<file path="config.mk">
export PLATFORM = sky130hd
export DESIGN_NAME = instr_encoder
export DESIGN_NICKNAME = d
export VERILOG_FILES = /design/src/rtl/instr_encoder.sv
export SDC_FILE = /design/constraint.sdc
export NUM_CORES = 1
export LEC_CHECK = 0
export ABC_AREA = 1
export CAP_MARGIN = 25
export CORE_MARGIN = 1
export CORE_UTILIZATION = 40
export CTS_CLUSTER_DIAMETER = 120
export DETAILED_ROUTE_END_ITERATION = 7
export DONT_BUFFER_PORTS = 1
export PLACE_DENSITY_LB_ADDON = 0.08
export SLEW_MARGIN = 15
export SYNTH_ARGS = -nofsm -noshare
export SYNTH_HDL_FRONTEND = slang
export SYNTH_SLANG_ARGS = --single-unit
</file>
<file path="constraint.sdc">
create_clock -name clk -period 3 [get_ports clk]
set_input_delay 0.6 -clock clk [delete_from_list [all_inputs] [get_ports clk]]
set_output_delay 0.6 -clock clk [all_outputs]
set_load 0.01 [all_outputs]
</file>
<file path="src/rtl/instr_encoder.sv">
// RV32 instruction encoder: packs decoded field bundles into 32-bit words behind a
// one-deep output register. Optional immediate range check: INSTR_ENC_RANGE_CHECK_EN.
module instr_encoder (
  input  logic        clk,
  input  logic        reset,
  input  logic        load_addr,
  input  logic [31:0] start_addr,
  input  logic        in_valid,
  output logic        in_ready,
  input  logic [2:0]  in_fmt,
  input  logic [6:0]  in_opcode,
  input  logic [4:0]  in_rd,
  input  logic [4:0]  in_rs1,
  input  logic [4:0]  in_rs2,
  input  logic [2:0]  in_funct3,
  input  logic [6:0]  in_funct7,
  input  logic [31:0] in_imm,
  output logic        out_valid,
  input  logic        out_ready,
  output logic [31:0] out_instr,
  output logic [31:0] out_addr,
  output logic [15:0] out_count,
  output logic        err
);

  localparam logic [2:0] FMT_R = 3'd0;
  localparam logic [2:0] FMT_I = 3'd1;
  localparam logic [2:0] FMT_S = 3'd2;
  localparam logic [2:0] FMT_B = 3'd3;
  localparam logic [2:0] FMT_U = 3'd4;
  localparam logic [2:0] FMT_J = 3'd5;

  logic        out_valid_q, out_valid_d;
  logic [31:0] out_instr_q, out_instr_d;
  logic [31:0] out_addr_q,  out_addr_d;
  logic [31:0] next_addr_q, next_addr_d;
  logic [15:0] out_count_q, out_count_d;
  logic        err_q,       err_d;

  logic [31:0] enc_word;
  logic        fmt_illegal;
  logic        imm_bad;
  logic        reject;
  logic        accept;
  logic        drain;
  logic        take;

  always_comb begin
    enc_word = '0;
    case (in_fmt)
      FMT_R: enc_word = {in_funct7, in_rs2, in_rs1, in_funct3, in_rd, in_opcode};
      FMT_I: enc_word = {in_imm[11:0], in_rs1, in_funct3, in_rd, in_opcode};
      FMT_S: enc_word = {in_imm[11:5], in_rs2, in_rs1, in_funct3, in_imm[4:0], in_opcode};
      FMT_B: enc_word = {in_imm[12], in_imm[10:5], in_rs2, in_rs1, in_funct3,
                         in_imm[4:1], in_imm[11], in_opcode};
      FMT_U: enc_word = {in_imm[31:12], in_rd, in_opcode};
      FMT_J: enc_word = {in_imm[20], in_imm[10:1], in_imm[11], in_imm[19:12],
                         in_rd, in_opcode};
      default: enc_word = '0;
    endcase
  end

  assign fmt_illegal = (in_fmt == 3'd6) || (in_fmt == 3'd7);

`ifdef INSTR_ENC_RANGE_CHECK_EN
  // An immediate fits an N-bit signed field when every bit above N-1 equals the sign bit.
  logic imm_fits12;
  logic imm_fits13;
  logic imm_fits21;

  assign imm_fits12 = (&in_imm[31:11]) || !(|in_imm[31:11]);
  assign imm_fits13 = (&in_imm[31:12]) || !(|in_imm[31:12]);
  assign imm_fits21 = (&in_imm[31:20]) || !(|in_imm[31:20]);

  always_comb begin
    imm_bad = 1'b0;
    case (in_fmt)
      FMT_I, FMT_S: imm_bad = !imm_fits12;
      FMT_B:        imm_bad = !imm_fits13 || in_imm[0];
      FMT_J:        imm_bad = !imm_fits21 || in_imm[0];
      FMT_U:        imm_bad = |in_imm[11:0];
      default:      imm_bad = 1'b0;
    endcase
  end
`else
  assign imm_bad = 1'b0;
`endif

  assign reject   = fmt_illegal || imm_bad;
  assign in_ready = !out_valid_q || out_ready;
  assign accept   = in_valid && in_ready;
  assign drain    = out_valid_q && out_ready;
  assign take     = accept && !reject;

  // A new word replaces a draining one in the same cycle; addresses are handed
  // out from next_addr_q only to words that are actually emitted.
  always_comb begin
    out_valid_d = out_valid_q;
    out_instr_d = out_instr_q;
    out_addr_d  = out_addr_q;
    next_addr_d = next_addr_q;
    out_count_d = out_count_q;
    err_d       = accept && reject;
    if (drain) begin
      out_valid_d = 1'b0;
      out_addr_d  = out_addr_q + 32'd4;
      if (out_count_q != 16'hFFFF) begin
        out_count_d = out_count_q + 16'd1;
      end
    end
    if (take) begin
      out_valid_d = 1'b1;
      out_instr_d = enc_word;
      out_addr_d  = next_addr_q;
      next_addr_d = next_addr_q + 32'd4;
    end
    if (load_addr) begin
      next_addr_d = start_addr;
    end
  end

  always_ff @(posedge clk) begin
    if (reset) begin
      out_valid_q <= 1'b0;
      out_instr_q <= '0;
      out_addr_q  <= '0;
      next_addr_q <= '0;
      out_count_q <= '0;
      err_q       <= 1'b0;
    end else begin
      out_valid_q <= out_valid_d;
      out_instr_q <= out_instr_d;
      out_addr_q  <= out_addr_d;
      next_addr_q <= next_addr_d;
      out_count_q <= out_count_d;
      err_q       <= err_d;
    end
  end

  assign out_valid = out_valid_q;
  assign out_instr = out_instr_q;
  assign out_addr  = out_addr_q;
  assign out_count = out_count_q;
  assign err       = err_q;

endmodule

</file>
==> flow_metrics.py, run 1 <==
metrics = {
    "outcome": {
        "status": "complete, no violations",
    },
    "setup_path": {
        "cp-start-kind": "flop",
        "max_stage_delay_ns": 0.55,
        "crit_path_cell_trace": "nand2_2 -> nand3_4 -> inv_2 -> buf_4 -> o21ai_0 -> a31oi_1",
        "crit_path_end_kind": "flop",
        "reg2reg_depth": 6,
        "cp.arrival_ns": 2.32,
        "r2r-start": "out_valid",
        "rr_endpoint": "out_instr[28]",
        "timing.reg2reg.setup_slack_ns": 1.02,
        "cp_top_family": "buffers and inverters",
        "crit_buf_inv": 2,
        "critical_path_required_ns": 3.35,
        "setup.worst_path.class": "reg2reg",
        "cp_max_fo": 37,
        "critPathSlowestCell": "inv_2",
    },
    "synthesis": {
        "avgSynthCellArea_um2": 6.27,
        "syn_nets": 1180,
        "ys_warn_count": 0,
        "netlist.area_leader.share_pct": 33.9,
        "synthesis.area_mm2": 0.00672,
        "yosys-top-cells-area": "dfxtp_1 (34%), nand2_1 (17%), nor2_1 (6.6%)",
        "seq_area_frac_synth_pct": 33.9,
        "synthDistinctLibCells": 33,
        "synth-seq-cells": 114,
        "yosysTopAreaCell": "dfxtp_1",
        "synth_cells": 1073,
    },
    "timing": {
        "finalSetupViolCount": 0,
        "finalCriticalPeriod_ns": 1.98,
        "hold_viol": 0,
        "whs_ns": 0.247,
        "rsz0062_at_grt": "no",
        "max_clock_freq_mhz": 505,
        "post-route-period-util_pct": 66.0,
        "worst_slew_pin_slew_ns": 0.724,
        "fin_skew_ns": 0.00549,
        "slew_headroom_pct": 51.4,
        "drv_slew": 0,
        "finalSetupTns_ns": 0,
    },
    "clocking": {
        "cts_resized": 0,
        "clk_latency_ns": 0.42,
        "numCtsBuffers": 17,
        "clock-root-buffer": "clkbuf_16",
        "cts_setup_buffers": 0,
        "cts_sinks": 114,
        "hold_buffers": 0,
        "cts_max_level": 4,
        "clockBufferDepth": 2,
        "path_clk_slew_ns": 0.06,
        "cts_tree": "built",
    },
    "route": {
        "route.met2.wl_um": 9040,
        "dr_total_vias": 6670,
        "top_layer": "met5",
        "routed_wl_um": 20500,
        "ant_nets": 0,
        "wl_met3_um": 1210,
        "initialDrtViolationCount": 468,
        "wl_per_cell_um": 15.9,
        "routedLengthMet1_um": 9880,
        "avgViaCountPerCell": 5.15,
        "post-route-drc-count": 0,
        "drtPass1Iterations": 5,
    },
    "hold_path": {
        "hp-start": "reset",
        "holdPathEnd": "next_addr_q[11]",
        "hold_path.class": "in2reg",
        "min_path_cells": 1,
    },
    "layout": {
        "multi_input_area_mm2": 0.00376,
        "nets": 1165,
        "finalInstanceArea_mm2": 0.00742,
        "regArea_mm2": 0.00228,
        "layout_common_cells": "nand2_1 (312), nor2_1 (118), inv_1 (117)",
        "final_common_cell": "nand2_1",
        "syn2layout_area_growth_pct": 10.3,
        "nFillCells": 1818,
        "fin_util_pct": 44.9,
        "drive_above_1_share_pct": 7.19,
    },
    "grt": {
        "grt_pass1_wl_um": 33200,
        "overflow": 0,
        "grt_max_degree": 63,
        "grtUsageTotal_pct": 24.4,
        "grt_pass1_vias": 6300,
        "antenna_found_initial": 4,
    },
    "run": {
        "max_cap_violations": 0,
    },
    "power": {
        "power_mw": 4.10,
        "ir_drop_uv": 411,
        "leakagePower_nw": 2.81,
        "p_per_area_mw_per_mm2": 553,
    },
    "floorplanning": {
        "die_area_mm2": 0.0173,
        "start_util_pct": 40.7,
        "io_pins": 187,
        "die_h_um": 132,
        "core_mm2": 0.0165,
        "rows": 47,
        "die_w_um": 132,
    },
    "placement": {
        "finalWeightedCongestion": 0.831,
        "portBuffers": 0,
        "place_area_mm2": 0.00683,
        "dp_hpwl_um": 15000,
    },
}
[layer usage]
layer	GRT usage [%]	vias up
met5	0	-
met4	8.14	2
met3	6.48	31
met2	37.3	167
met1	32.9	3028
li1	-	3442
[cell type report]
class | instances | area share, %
clock buffer | 17 | 5.73
timing repair buffer | 8 | 0.810
tap | 220 | 3.71
inverter | 120 | 6.07
antenna | 3 | 0.101
clock inverter | 15 | 2.14
sequential | 114 | 30.8
multi-input combinational | 797 | 50.7
[worst max-delay path by stage]
stage / from / end / slack (ns) / depth (start not counted)
3_5_place_dp: out_ready / out_instr[28] / 0.80 / 7
5_1_grt: out_valid / out_addr[3] / 0.81 / 8
4_1_cts: out_valid / out_addr[3] / 1.01 / 8
3_3_place_gp: out_ready / out_instr[30] / 0.85 / 7
2_1_floorplan: in_fmt[2] / next_addr_q[6] / 1.35 / 8
6_report: out_valid / out_instr[28] / 1.02 / 6
[power breakdown]
part           leakage [nW]  total (mW)  internal [mW]  switching [mW]
registers             0.936        1.73           1.60           0.125
logic                  1.59       0.340          0.115           0.225
clock network         0.280        2.03           1.23           0.803
[synthesized netlist by cell type]
| cell | number |
|---|---|
| buf_2 | 8 |
| nor3b_2 | 1 |
| o21ai_4 | 1 |
| nor2_2 | 14 |
| clkbuf_1 | 23 |
| inv_2 | 3 |
| nor3_1 | 5 |
| buf_6 | 6 |
| o21ai_0 | 72 |
| nand4_1 | 8 |
| buf_4 | 5 |
| o211ai_1 | 2 |
| and2_1 | 2 |
| nand3_4 | 1 |
| a21oi_1 | 80 |
| nand2_4 | 1 |
| ha_1 | 3 |
| a21oi_2 | 1 |
| o22ai_1 | 13 |
| a22oi_1 | 2 |
| nand3_1 | 79 |
| xnor2_1 | 9 |
| dfxtp_1 | 114 |
| nand2_1 | 312 |
| o21ai_1 | 8 |
| or2_0 | 1 |
| a41oi_1 | 1 |
| nor2_4 | 4 |
| a31oi_1 | 28 |
| nor2_1 | 118 |
| nand2_2 | 11 |
| inv_1 | 117 |
| xor2_1 | 20 |
[registers in the layout (all words and copies together), names as in the netlist]
| signal | count |
|---|---|
| out_addr | 32 |
| err | 1 |
| out_count | 16 |
| out_instr | 32 |
| next_addr_q | 32 |
| out_valid | 1 |
[kinds of logic (layout without fill, tap and decap cells)]
logic type	count (synthesis)	after routing	synth area share (%)
AND/OR/NAND/NOR	557	557	34.9
other	0	3	0
flip-flops	114	114	33.9
AO/OA/AOI/OAI	208	208	16.7
adder cells (fa/ha/maj)	3	3	0.558
buffers and inverters	162	160	10.1
XOR/XNOR	29	29	3.78
[worst reg2reg max path: stages, from the launching register on]
cell and delay, ns:
dfxtp_1 0.36, nand2_2 0.18, nand3_4 0.29, inv_2 0.55, buf_4 0.26, o21ai_0 0.09
a31oi_1 0.18
[stage by stage]
stage / std cells / setup slack (ns)
floorplan: 1073 / 1.35
global placement: 1259 / 0.848
detailed placement: 1259 / 0.796
CTS: 1291 / 1.01
global route: 1293 / 0.810
finish: 1294 / 1.02
Note: power is estimated with default switching activity, not from simulation.
==> inputs of run 2 (changes only) <==
Clock period 3 ns to 1.7 ns, I/O delays scaled along.
==> flow_metrics.py, run 2 (synthesis results as in run 1) <==
metrics = {
    "setup_path": {
        "crit_start": "out_addr[8]",
        "critical_path_required_ns": 2.01,
        "cp-start-kind": "flop",
        "cp_top_family": "simple AND/OR/NAND/NOR gates",
        "crit_path_end": "out_addr[23]",
        "rr_endpoint": "out_addr[23]",
        "crit_path_end_kind": "flop",
        "timing.reg2reg.setup_slack_ns": 0.15,
        "crit_buf_inv": 1,
        "cp.arrival_ns": 1.86,
        "crit_path_cell_trace": "nand2_1 -> nor2_1 -> nand2_2 -> nor2_2 -> nand3_1 -> nand2_1 -> nand3_1 -> nand2_1 -> inv_1",
        "setup.worst_path.class": "reg2reg",
        "reg2reg_depth": 9,
        "r2r-start": "out_addr[8]",
        "crit_cells": 9,
        "max_stage_delay_ns": 0.43,
        "critPathSlowestCell": "dfxtp_1",
        "cp_max_fo": 5,
        "cp_common_cell": "nand2_1",
    },
    "placement": {
        "placed_cells": 1318,
        "pre_cts_slack_ns": 0.0514,
        "place_area_mm2": 0.00731,
        "dp_hpwl_um": 15600,
        "finalWeightedCongestion": 0.868,
        "portBuffers": 0,
    },
    "layout": {
        "stdcell_count": 1352,
        "nFillCells": 1797,
        "syn2layout_area_growth_pct": 19.1,
        "finalInstanceArea_mm2": 0.00801,
        "multi_input_area_mm2": 0.00381,
        "drive_above_1_share_pct": 12.7,
        "fin_util_pct": 48.5,
        "regArea_mm2": 0.00228,
        "layout_common_cells": "nand2_1 (311), inv_1 (117), dfxtp_1 (114)",
        "nets": 1226,
        "antenna-diode-count": 0,
        "final_common_cell": "nand2_1",
    },
    "timing": {
        "hold_viol": 0,
        "slew_headroom_pct": 71.9,
        "drv_slew": 0,
        "max_clock_freq_mhz": 646,
        "post-route-period-util_pct": 91.0,
        "fin_skew_ns": 0.00973,
        "finalSetupViolCount": 0,
        "finalCriticalPeriod_ns": 1.55,
        "timing.final.ws_setup_ns": 0.153,
        "worst_slew_pin_slew_ns": 0.421,
    },
    "floorplanning": {
        "rows": 47,
        "start_util_pct": 40.7,
        "die_w_um": 132,
        "core_mm2": 0.0165,
        "die_area_mm2": 0.0173,
        "io_pins": 187,
        "die_h_um": 132,
    },
    "route": {
        "avgViaCountPerCell": 5.12,
        "wl_per_cell_um": 15.8,
        "dr_total_vias": 6924,
        "routed_wl_um": 21400,
        "drtPass1Iterations": 5,
        "post-route-drc-count": 0,
        "ant_nets": 0,
        "initialDrtViolationCount": 436,
    },
    "grt": {
        "grt_max_degree": 61,
        "grt_pass1_wl_um": 34400,
        "grt_pass1_vias": 6493,
        "overflow": 0,
        "antenna_found_initial": 0,
        "grtUsageTotal_pct": 25.1,
    },
    "clocking": {
        "clock-root-buffer": "clkbuf_16",
        "cts_sinks": 114,
        "clk_latency_ns": 0.42,
        "path_clk_slew_ns": 0.05,
        "cts_max_level": 4,
        "cts_tree": "built",
        "numCtsBuffers": 17,
        "clockBufferDepth": 2,
    },
    "outcome": {
        "status": "complete, no violations",
    },
    "hold_path": {
        "hold_path.class": "in2reg",
    },
    "power": {
        "leakagePower_nw": 3.18,
        "ir_drop_uv": 693,
        "p_per_area_mw_per_mm2": 937,
    },
    "run": {
        "max_cap_violations": 0,
    },
}
-- run 2: changes by cell type in the layout (fill, tap and decap cells not counted), moves of 3 or more --
cell	change
buf_4	+57
nor2_1	-6
nor2_4	+6
inv_6	-4
buf_12	+3
diode_2	-3
-- run 2: metrics by stage --
stage | TNS [ns] | hold slack (ns) | power (mW)
3_3_place_gp | 0 | 0.417 | 3.79
4_1_cts | 0 | 0.0343 | 7.57
6_report | 0 | 0.0521 | 7.50
5_1_grt | -0.0154 | 0.0581 | 7.81
3_5_place_dp | 0 | 0.419 | 3.79
2_1_floorplan | 0 | 0.438 | 3.56
-- run 2: what timing repair did --
| action | CTS | global route |
|---|---|---|
| setup endpoints to repair | 0 | 25 |
| setup buffers | 0 | 1 |
| hold buffers | 1 | 0 |
| endpoints found under the hold margin | 60 | 0 |
| gates resized for setup | 0 | 15 |
-- run 2: worst register-to-register path, delay by kind of cell, from the launching register on --
kind,cells,cell delay [ns]
AND/OR/NAND/NOR,8,0.98
flip-flops,1,0.43
buffers and inverters,1,0.04
-- run 2: per-layer routing --
metal | GRT usage [%] | routed length, µm | up-vias | part of all wire, %
met4 | 8.01 | 325 | 0 | 1.5
met3 | 4.36 | 1110 | 23 | 5.2
met1 | 35.3 | 10500 | 3133 | 49
li1 | - | - | 3564 | -
met5 | 0 | 0 | - | 0
met2 | 38.6 | 9460 | 204 | 44
-- run 2: worst min path at each step --
stage | startpoint | slack (ns) | endpoint | cells after the start
2_1_floorplan | next_addr_q[0] | 0.44 | out_addr[0] | 2
3_3_place_gp | reset | 0.42 | next_addr_q[11] | 1
3_5_place_dp | reset | 0.42 | next_addr_q[11] | 1
4_1_cts | in_valid | 0.03 | err | 2
5_1_grt | in_valid | 0.06 | err | 2
6_report | in_valid | 0.05 | err | 2
-- run 2: area by class of cell --
cell class              instances  share of cell area, %
flip-flops and latches        114                   28.5
repair buffers                 69                   7.19
clock inverters                12                   1.97
well taps                     220                   3.44
multi-input cells             797                   47.6
clock buffers                  20                   5.70
inverters                     120                   5.62
-- run 2: power breakdown --
part / internal [mW] / switching, mW
Sequential: 2.83 / 0.173
Combinational: 0.284 / 0.495
Clock: 2.38 / 1.34
